--- src/rtl/mov_xfer_fsm.sv ---
// Two-phase MOV controller: source read into a hold register, then destination write, repeated for block moves.
// Optional build macro MOV_IO_WAIT_EN: I/O operands wait on io_ready before capturing/advancing.
module mov_xfer_fsm #(
  parameter int DATA_W   = 8,
  parameter int PARAM_W  = 6,
  parameter int NUM_REGS = 32,
  parameter int NUM_IO   = 4,
  parameter int CNT_W    = 4
) (
  input  logic                clock,
  input  logic                reset,
  input  logic                FSM_start,
  input  logic [PARAM_W-1:0]  param1,
  input  logic [PARAM_W-1:0]  param2,
  input  logic [CNT_W-1:0]    count,
  input  logic [DATA_W-1:0]   bus_in,
  output logic [DATA_W-1:0]   bus_out,
  output logic                hold_bus_out_en,
  output logic                p1isReg,
  output logic                p1isIO,
  output logic                p2isReg,
  output logic                p2isIO,
  output logic                bus_register_out_en,
  output logic                bus_register_input_en,
  output logic [PARAM_W-1:0]  register_addr,
  output logic [NUM_IO-1:0]   io_bus_output_en,
  output logic [NUM_IO-1:0]   io_bus_input_en,
  input  logic [NUM_IO-1:0]   io_ready,
  output logic                busy,
  output logic                done,
  output logic                error
);

  typedef enum logic [2:0] {
    S_IDLE   = 3'd0,
    S_DECODE = 3'd1,
    S_READ   = 3'd2,
    S_WRITE  = 3'd3,
    S_DONE   = 3'd4,
    S_ERR    = 3'd5
  } state_t;

  localparam logic [PARAM_W:0]   LP_REG_LIM  = (PARAM_W+1)'(NUM_REGS);
  localparam logic [PARAM_W:0]   LP_IO_LIM   = (PARAM_W+1)'(NUM_REGS + NUM_IO);
  localparam logic [PARAM_W-1:0] LP_REG_LAST = PARAM_W'(NUM_REGS - 1);
  localparam logic [PARAM_W-1:0] LP_IO_BASE  = PARAM_W'(NUM_REGS);

  function automatic logic code_is_reg(input logic [PARAM_W-1:0] code);
    return ({1'b0, code} < LP_REG_LIM);
  endfunction

  function automatic logic code_is_io(input logic [PARAM_W-1:0] code);
    return (!code_is_reg(code)) && ({1'b0, code} < LP_IO_LIM);
  endfunction

  function automatic logic [PARAM_W-1:0] next_reg_addr(input logic [PARAM_W-1:0] addr);
    return (addr == LP_REG_LAST) ? '0 : addr + PARAM_W'(1);
  endfunction

  function automatic logic [NUM_IO-1:0] io_onehot(input logic [PARAM_W-1:0] code);
    logic [PARAM_W-1:0] idx;
    idx = code - LP_IO_BASE;
    return NUM_IO'(1) << idx;
  endfunction

  state_t              r_state;
  state_t              w_next;
  logic [PARAM_W-1:0]  r_dst;
  logic [PARAM_W-1:0]  r_src;
  logic [CNT_W-1:0]    r_remaining;
  logic [DATA_W-1:0]   r_hold;
  logic                r_p1_reg;
  logic                r_p1_io;
  logic                r_p2_reg;
  logic                r_p2_io;
  logic                w_src_ready;
  logic                w_dst_ready;
  logic                w_operands_ok;

  assign w_operands_ok = (code_is_reg(r_dst) || code_is_io(r_dst)) &&
                         (code_is_reg(r_src) || code_is_io(r_src));

`ifdef MOV_IO_WAIT_EN
  assign w_src_ready = !r_p2_io || ((io_ready & io_onehot(r_src)) != '0);
  assign w_dst_ready = !r_p1_io || ((io_ready & io_onehot(r_dst)) != '0);
`else
  logic w_unused_io_ready;
  assign w_unused_io_ready = ^io_ready;
  assign w_src_ready = 1'b1;
  assign w_dst_ready = 1'b1;
`endif

  // Next-state selection
  always_comb begin
    w_next = r_state;
    case (r_state)
      S_IDLE:   if (FSM_start) w_next = S_DECODE; else w_next = S_IDLE;
      S_DECODE: if (w_operands_ok) w_next = S_READ; else w_next = S_ERR;
      S_READ:   if (w_src_ready) w_next = S_WRITE; else w_next = S_READ;
      S_WRITE: begin
        if (!w_dst_ready)                     w_next = S_WRITE;
        else if (r_remaining == CNT_W'(1))    w_next = S_DONE;
        else                                  w_next = S_READ;
      end
      S_DONE:   w_next = S_IDLE;
      S_ERR:    w_next = S_IDLE;
      default:  w_next = S_IDLE;
    endcase
  end

  // State, operand, count and hold registers
  always_ff @(posedge clock) begin
    if (reset) begin
      r_state     <= S_IDLE;
      r_dst       <= '0;
      r_src       <= '0;
      r_remaining <= '0;
      r_hold      <= '0;
      r_p1_reg    <= 1'b0;
      r_p1_io     <= 1'b0;
      r_p2_reg    <= 1'b0;
      r_p2_io     <= 1'b0;
    end else begin
      r_state <= w_next;
      case (r_state)
        S_IDLE: begin
          if (FSM_start) begin
            r_dst       <= param1;
            r_src       <= param2;
            r_remaining <= (count == CNT_W'(0)) ? CNT_W'(1) : count;
          end
        end
        S_DECODE: begin
          r_p1_reg <= code_is_reg(r_dst);
          r_p1_io  <= code_is_io(r_dst);
          r_p2_reg <= code_is_reg(r_src);
          r_p2_io  <= code_is_io(r_src);
        end
        S_READ: begin
          if (w_src_ready) r_hold <= bus_in;
        end
        S_WRITE: begin
          if (w_dst_ready) begin
            r_remaining <= r_remaining - CNT_W'(1);
            if (r_p1_reg) r_dst <= next_reg_addr(r_dst);
            if (r_p2_reg) r_src <= next_reg_addr(r_src);
          end
        end
        S_DONE, S_ERR: begin
          r_p1_reg <= 1'b0;
          r_p1_io  <= 1'b0;
          r_p2_reg <= 1'b0;
          r_p2_io  <= 1'b0;
        end
        default: ;
      endcase
    end
  end

  // Output decode from registered state; only one bus driver per state
  always_comb begin
    bus_out               = '0;
    hold_bus_out_en       = 1'b0;
    bus_register_out_en   = 1'b0;
    bus_register_input_en = 1'b0;
    register_addr         = '0;
    io_bus_output_en      = '0;
    io_bus_input_en       = '0;
    done                  = 1'b0;
    error                 = 1'b0;
    case (r_state)
      S_READ: begin
        if (r_p2_reg) begin
          bus_register_out_en = 1'b1;
          register_addr       = r_src;
        end else if (r_p2_io) begin
          io_bus_output_en = io_onehot(r_src);
        end else begin
          io_bus_output_en = '0;
        end
      end
      S_WRITE: begin
        hold_bus_out_en = 1'b1;
        bus_out         = r_hold;
        if (r_p1_reg) begin
          bus_register_input_en = 1'b1;
          register_addr         = r_dst;
        end else if (r_p1_io) begin
          io_bus_input_en = io_onehot(r_dst);
        end else begin
          io_bus_input_en = '0;
        end
      end
      S_DONE: done = 1'b1;
      S_ERR: begin
        done  = 1'b1;
        error = 1'b1;
      end
      default: ;
    endcase
  end

  assign busy    = (r_state != S_IDLE);
  assign p1isReg = r_p1_reg;
  assign p1isIO  = r_p1_io;
  assign p2isReg = r_p2_reg;
  assign p2isIO  = r_p2_io;

endmodule

--- config.mk ---
export PLATFORM = sky130hd
export DESIGN_NAME = mov_xfer_fsm
export DESIGN_NICKNAME = d
export VERILOG_FILES = /design/src/rtl/mov_xfer_fsm.sv
export SDC_FILE = /design/constraint.sdc
export NUM_CORES = 1
export LEC_CHECK = 0
export CORE_MARGIN = 3
export CORE_UTILIZATION = 46
export CTS_CLUSTER_SIZE = 14
export DETAILED_ROUTE_END_ITERATION = 7
export PLACE_DENSITY = 0.84
export SYNTH_ARGS = -nofsm -noshare
export SYNTH_HDL_FRONTEND = slang
export SYNTH_SLANG_ARGS = --single-unit
--- constraint.sdc ---
create_clock -name clock -period 2.2 [get_ports clock]
set_input_delay 0.44 -clock clock [delete_from_list [all_inputs] [get_ports clock]]
set_output_delay 0.44 -clock clock [all_outputs]
set_load 0.005 [all_outputs]
# --- Word level (Yosys, flattened, before mapping) ---
# Index checks and enable logic that the tools add are counted.
totals:
  ram_bits: 0
  mem_bits_ro: 0
  latchBits: 0
  input_bits: 31
  reg_bits: 31
  n_memories: 0
classes:
  n_reduce_logical: 16
  bitwise_logic: 0
  order_cmp: 4
  shift: 2
  n_mux: 36
  multipliers: 0
  n_eq_ne: 11
  div_mod_pow: 0
  addsub: 5
op_table:
  columns: ["op", "count"]
  rows:
  - ["$mux 6", 8]
  - ["$pmux 6 s2", 3]
  - ["$mux 4", 8]
  - ["$lt 6x6->1 const B", 4]
  - ["$add 6x1->6 const B", 2]
  - ["$eq 6x5->1 const B", 2]
  - ["$pmux 3 s4", 1]
  - ["$shl 1x6->4 const A", 2]
  - ["$sub 6x6->6 const B", 2]
  - ["$mux 1", 8]
  - ["$mux 8", 1]
  - ["$pmux 1 s2", 4]
  - ["$pmux 4 s2", 1]
  - ["$eq 3x2->1 const B", 2]
  - ["$eq 3x3->1 const B", 2]
  - ["$mux 3", 2]
  - ["$ne 2x2->1 const B", 3]
  - ["$reduce_and 3->1", 2]
  - ["$eq 4x1->1 const B", 1]
  - ["$logic_not 4->1", 1]
  - ["$reduce_bool 2->1", 2]
  - ["$sub 4x1->4 const B", 1]
  - ["$eq 3x1->1 const B", 1]
  - ["$logic_and 1x1->1", 3]
  - ["other kinds (6)", 8]

# --- Depth between registers and ports, before layout ---
logic_depth:
  word_depth: 7
  mapped_depth: 7

# --- Least setup slack after synthesis ---
# OpenSTA, ideal clock, no wires.
synth_timing:
  path_type: "register to output"
  startpoint: "reg r_state[0]"
  endpoint: "out io_bus_input_en[1]"
  stages_incl_launch_ff: 7
  setup_slack_ps: 366
  arrival_time_ps: 1394
  path_cell_list: "dfxtp_1 -> buf_4 -> nand3b_4 -> clkbuf_1 -> nor3b_1 -> nand3_1 -> nor3b_1"
synth_via:
  elab_chain_cells: 2
synth_lines:
  columns: ["item", "line", "text"]
  rows:
  - ["start, declared", "66", "state_t r_state;"]
  - ["start signal, assigned", "124", "r_state <= w_next;"]
  - ["$eq 3x2->1", "171", "case (r_state)"]
  - ["$mux 4", "171", null]
  - ["end, declared", "27", "output logic [NUM_IO-1:0] io_bus_input_en,"]
# No other way between the ends.

# --- Worst setup path after layout ---
layout_timing:
  startpoint: "reg r_state[2]"
  endpoint: "out io_bus_input_en[2]"
# Same word-level chain as after synthesis.

==> results.md <==
* # rows at 22
* Vert. Die Dim at slightly above 70 um
* Root buffer cell: sky130_fd_sc_hd__clkbuf_8
* N_diodes at 0
* Crit path required time at ~1800 ps
* Netlist cell types at 52
* Reg clk slew, reported paths at about 70 ps
* Maximum root-to-sink buffer count at 2
* Via density per instance at around 5.5
* Cell area after synthesis at approximately 1900 um2
* Number of instances in the synthesized netlist at 237
* Count of cells along the worst register-to-register path at 7
* Post-CTS Hold Fix Bufs at 0
* Hold Startpoint: r_hold[5]$_SDFFE_PP0P_
* Count of final max-slew check failures at 0
* Overall routing resource usage at between 20% and 30%
* Critical path fanouts, max at 3
* Crit path kind: reg -> out
* IO Port Bufs at 58
* Largest net degree at the start of global routing at 25
* Number of nets in the final layout at 352
* PnR Total Power at around 1700 uW
* Average footprint of a synthesized cell at just over 8 um2
* Hold/Removal Path Class: reg -> reg
* RePlAce Congestion at around 0.87
* Crit path launch type: register
* Startpoint of the worst register-to-register path: r_state[2]$_SDFF_PP0_
* Number of warnings reported in the yosys synthesis log at 0
* Core ar. at between 3000 and 4000 um2
* Post-route minimum period at 2170 ps
* Final-report hold violation count at 0
* Element type at the critical path end: output port
* Total clock sinks at 31
* Htree depth at 2
* Largest area contributor in the netlist: sky130_fd_sc_hd__dfxtp_1
* Post-route ant nets at 0
* Post-detailed-route DRC marker count at 0
* Final period utilization at a little under 100%
* Reg-to-Reg End: r_src[3]$_SDFFE_PP0P_
* Commonest non-fill, non-tap cell in the layout: sky130_fd_sc_hd__clkdlybuf4s50_1
* Antenna violations before repair at 0
* Slew margin rel. at 64.2%
* # Max-Cap Violations at 0
* Post-synthesis async set-or-reset flop share at 0%
* Number of global-route vias before repair at 1906
* Area fraction of the dominant cell type after synthesis at roughly 33%
* Area growth from synthesis to layout at 51.2%
* Number of buffers inserted during clock tree synthesis at 5
* Layout filler cell count at approximately 280
* Outcome: complete, no violations
* Max IR drop VDD at roughly 0.00038 V
* Worst slew pin tran at between 500 and 600 ps
* Total Wirelength at between 5000 and 6000 um
* Average wire length per cell after detail routing at 14.8 um
* Pleak at 0.00119 uW
* Largest cells by area after synthesis: sky130_fd_sc_hd__dfxtp_1 (33%), sky130_fd_sc_hd__nand2_1 (6.9%), sky130_fd_sc_hd__a21oi_1 (5.0%)
* Total Negative Setup Slacks at 0 ps
* Global-route wire length before repair at between 8000 and 9000 um
* Number of nets in the synthesized netlist at about 270
* Data arrival time of the worst path at between 1500 and 2000 ps
* Final number of setup-violating endpoints at 0
* Cell depth of the worst hold path at 2
* Die area at roughly 5000 um2
* Dpl hpwl at around 3700 um
* Max Fclk at 0.461 GHz
* Share of post-route cells with drive strength above 1 at 22.6%
* Hold worst-path end: r_hold[5]$_SDFFE_PP0P_
* Total overflow reported by the global router at 0
* Count of flip-flops with a built-in enable after synthesis at 0
* Commonest cells after routing, fill and taps aside: sky130_fd_sc_hd__clkdlybuf4s50_1 (43), sky130_fd_sc_hd__nand2_1 (35), sky130_fd_sc_hd__dfxtp_1 (28), sky130_fd_sc_hd__buf_4 (28), sky130_fd_sc_hd__a21oi_1 (19)
* Top_reg_cell synth: sky130_fd_sc_hd__dfxtp_1
* Final clock skew at 3.72 ps
* Number of I/O pins at 63
* Effective utilization at floorplan at between 40 and 50%
* Proportion of synthesized chip area in sequential cells at roughly a third
* Horizontal extent of the die at 70.4 um
* Post-synthesis sequential element count at 31
* DRC violation total after the first TritonRoute iteration at between 100 and 150
* Register-to-register path setup slack at around 480 ps
* Power density normalized to cell area at slightly below 600 nW/um2
* TritonCTS clock tree: done
* Clock latency on the worst-skew pair at between 200 and 300 ps
* Vias at about 2000
* Detailed-routing iteration count for the pre-antenna-repair pass at 4
==> cells in the mapped netlist (2+ instances only) <==
cell and n:
sky130_fd_sc_hd__a211oi_1 3, sky130_fd_sc_hd__nor3b_2 2, sky130_fd_sc_hd__o31ai_1 2, sky130_fd_sc_hd__inv_1 7, sky130_fd_sc_hd__nor3_1 11, sky130_fd_sc_hd__buf_6 2, sky130_fd_sc_hd__nor3b_1 5, sky130_fd_sc_hd__a22oi_1 2
sky130_fd_sc_hd__buf_4 3, sky130_fd_sc_hd__clkbuf_1 7, sky130_fd_sc_hd__nand2_1 35, sky130_fd_sc_hd__nand4_1 2, sky130_fd_sc_hd__nor2_1 20, sky130_fd_sc_hd__a311oi_1 3, sky130_fd_sc_hd__a21oi_1 19, sky130_fd_sc_hd__a311oi_2 2
sky130_fd_sc_hd__dfxtp_1 31, sky130_fd_sc_hd__a22o_1 6, sky130_fd_sc_hd__inv_2 2, sky130_fd_sc_hd__ha_1 4, sky130_fd_sc_hd__a32oi_1 3, sky130_fd_sc_hd__a32o_1 2, sky130_fd_sc_hd__and2_1 12, sky130_fd_sc_hd__nand2b_1 3
sky130_fd_sc_hd__o21ai_0 14, sky130_fd_sc_hd__buf_2 3, sky130_fd_sc_hd__a2bb2oi_1 3, sky130_fd_sc_hd__nand3_1 5
==> layout make-up <==
class | count | area (um2) | share of cell area [%]
clock buffer | 6 | 82.6 | 2.86
clock inverter | 2 | 35.0 | 1.21
inverter | 9 | 38.8 | 1.34
multi-input combinational | 180 | 1210 | 41.8
sequential | 31 | 629 | 21.8
tap | 48 | 60.1 | 2.08
timing repair buffer | 90 | 832 | 28.9
==> state kept, by name, summed over array words and instances (netlist names) <==
register / cells
p1isIO: 1
r_hold: 8
p2isReg: 1
r_state: 3
p2isIO: 1
r_remaining: 4
r_dst: 6
r_src: 6
p1isReg: 1
==> through the flow <==
stage	utilization, %	area [um2]	setup WS, ps	std cells	hold WS [ps]
final	75.4	2880	32.6	366	448
after global routing	75.4	2880	-26.3	366	466
after CTS	72.9	2790	-7.34	357	453
after detailed placement	67.0	2560	80.8	343	444
after global placement	67.0	2560	104	343	438
after floorplan	-	1910	366	237	432
==> per-layer routing <==
metal	routed length (um)	up-vias	global-route usage, %
met5	0	-	0
met4	27	0	5.74
met3	329	4	4.46
met2	2710	69	35.4
met1	2370	942	26.5
li1	-	1015	-
==> logic make-up (layout without fill, tap and decap cells) <==
| kind of cell | count (synthesis) | count (layout) | synth area share [%] |
|---|---|---|---|
| AND/OR/NAND/NOR | 106 | 106 | 31.2 |
| AO/OA/AOI/OAI | 70 | 70 | 26.1 |
| flip-flops | 31 | 31 | 32.5 |
| buffers and inverters | 26 | 107 | 7.55 |
| adder cells (fa/ha/maj) | 4 | 4 | 2.62 |
==> worst max-delay path by stage <==
stage / startpoint / endpoint / slack [ps] / cells after the start
after floorplan: r_state[0]$_SDFF_PP0_ / io_bus_input_en[1] / 370 / 6
after global placement: r_state[1]$_SDFF_PP0_ / io_bus_input_en[1] / 100 / 5
after detailed placement: r_state[1]$_SDFF_PP0_ / io_bus_input_en[1] / 80 / 5
after CTS: r_state[2]$_SDFF_PP0_ / register_addr[3] / -7 / 6
after global routing: r_state[2]$_SDFF_PP0_ / io_bus_input_en[2] / -30 / 6
final: r_state[2]$_SDFF_PP0_ / io_bus_input_en[2] / 30 / 6
==> critical path, stage by stage, from the launching register on <==
cell                            delay [ps]
sky130_fd_sc_hd__dfxtp_2               340
sky130_fd_sc_hd__nand3b_4              180
sky130_fd_sc_hd__nor3b_2               220
sky130_fd_sc_hd__nand3_2               130
sky130_fd_sc_hd__buf_4                 160
sky130_fd_sc_hd__nor3b_2               160
sky130_fd_sc_hd__dlygate4sd2_1         250
==> power by group <==
part | internal (uW) | switching (uW) | total (uW)
clock network | 366 | 224 | 591
logic | 214 | 205 | 419
registers | 614 | 70.4 | 684
total | 1190 | 499 | 1690
==> timing repair <==
| action | 4_1_cts | 5_1_grt |
|---|---|---|
| gates resized for setup | 35 | 11 |
| pin swaps | 9 | 4 |
| buffers inserted | 6 | 10 |
| hold endpoints to repair | 0 | 0 |
| setup endpoints to repair | 24 | 15 |
(Power assumes the default switching activity.)
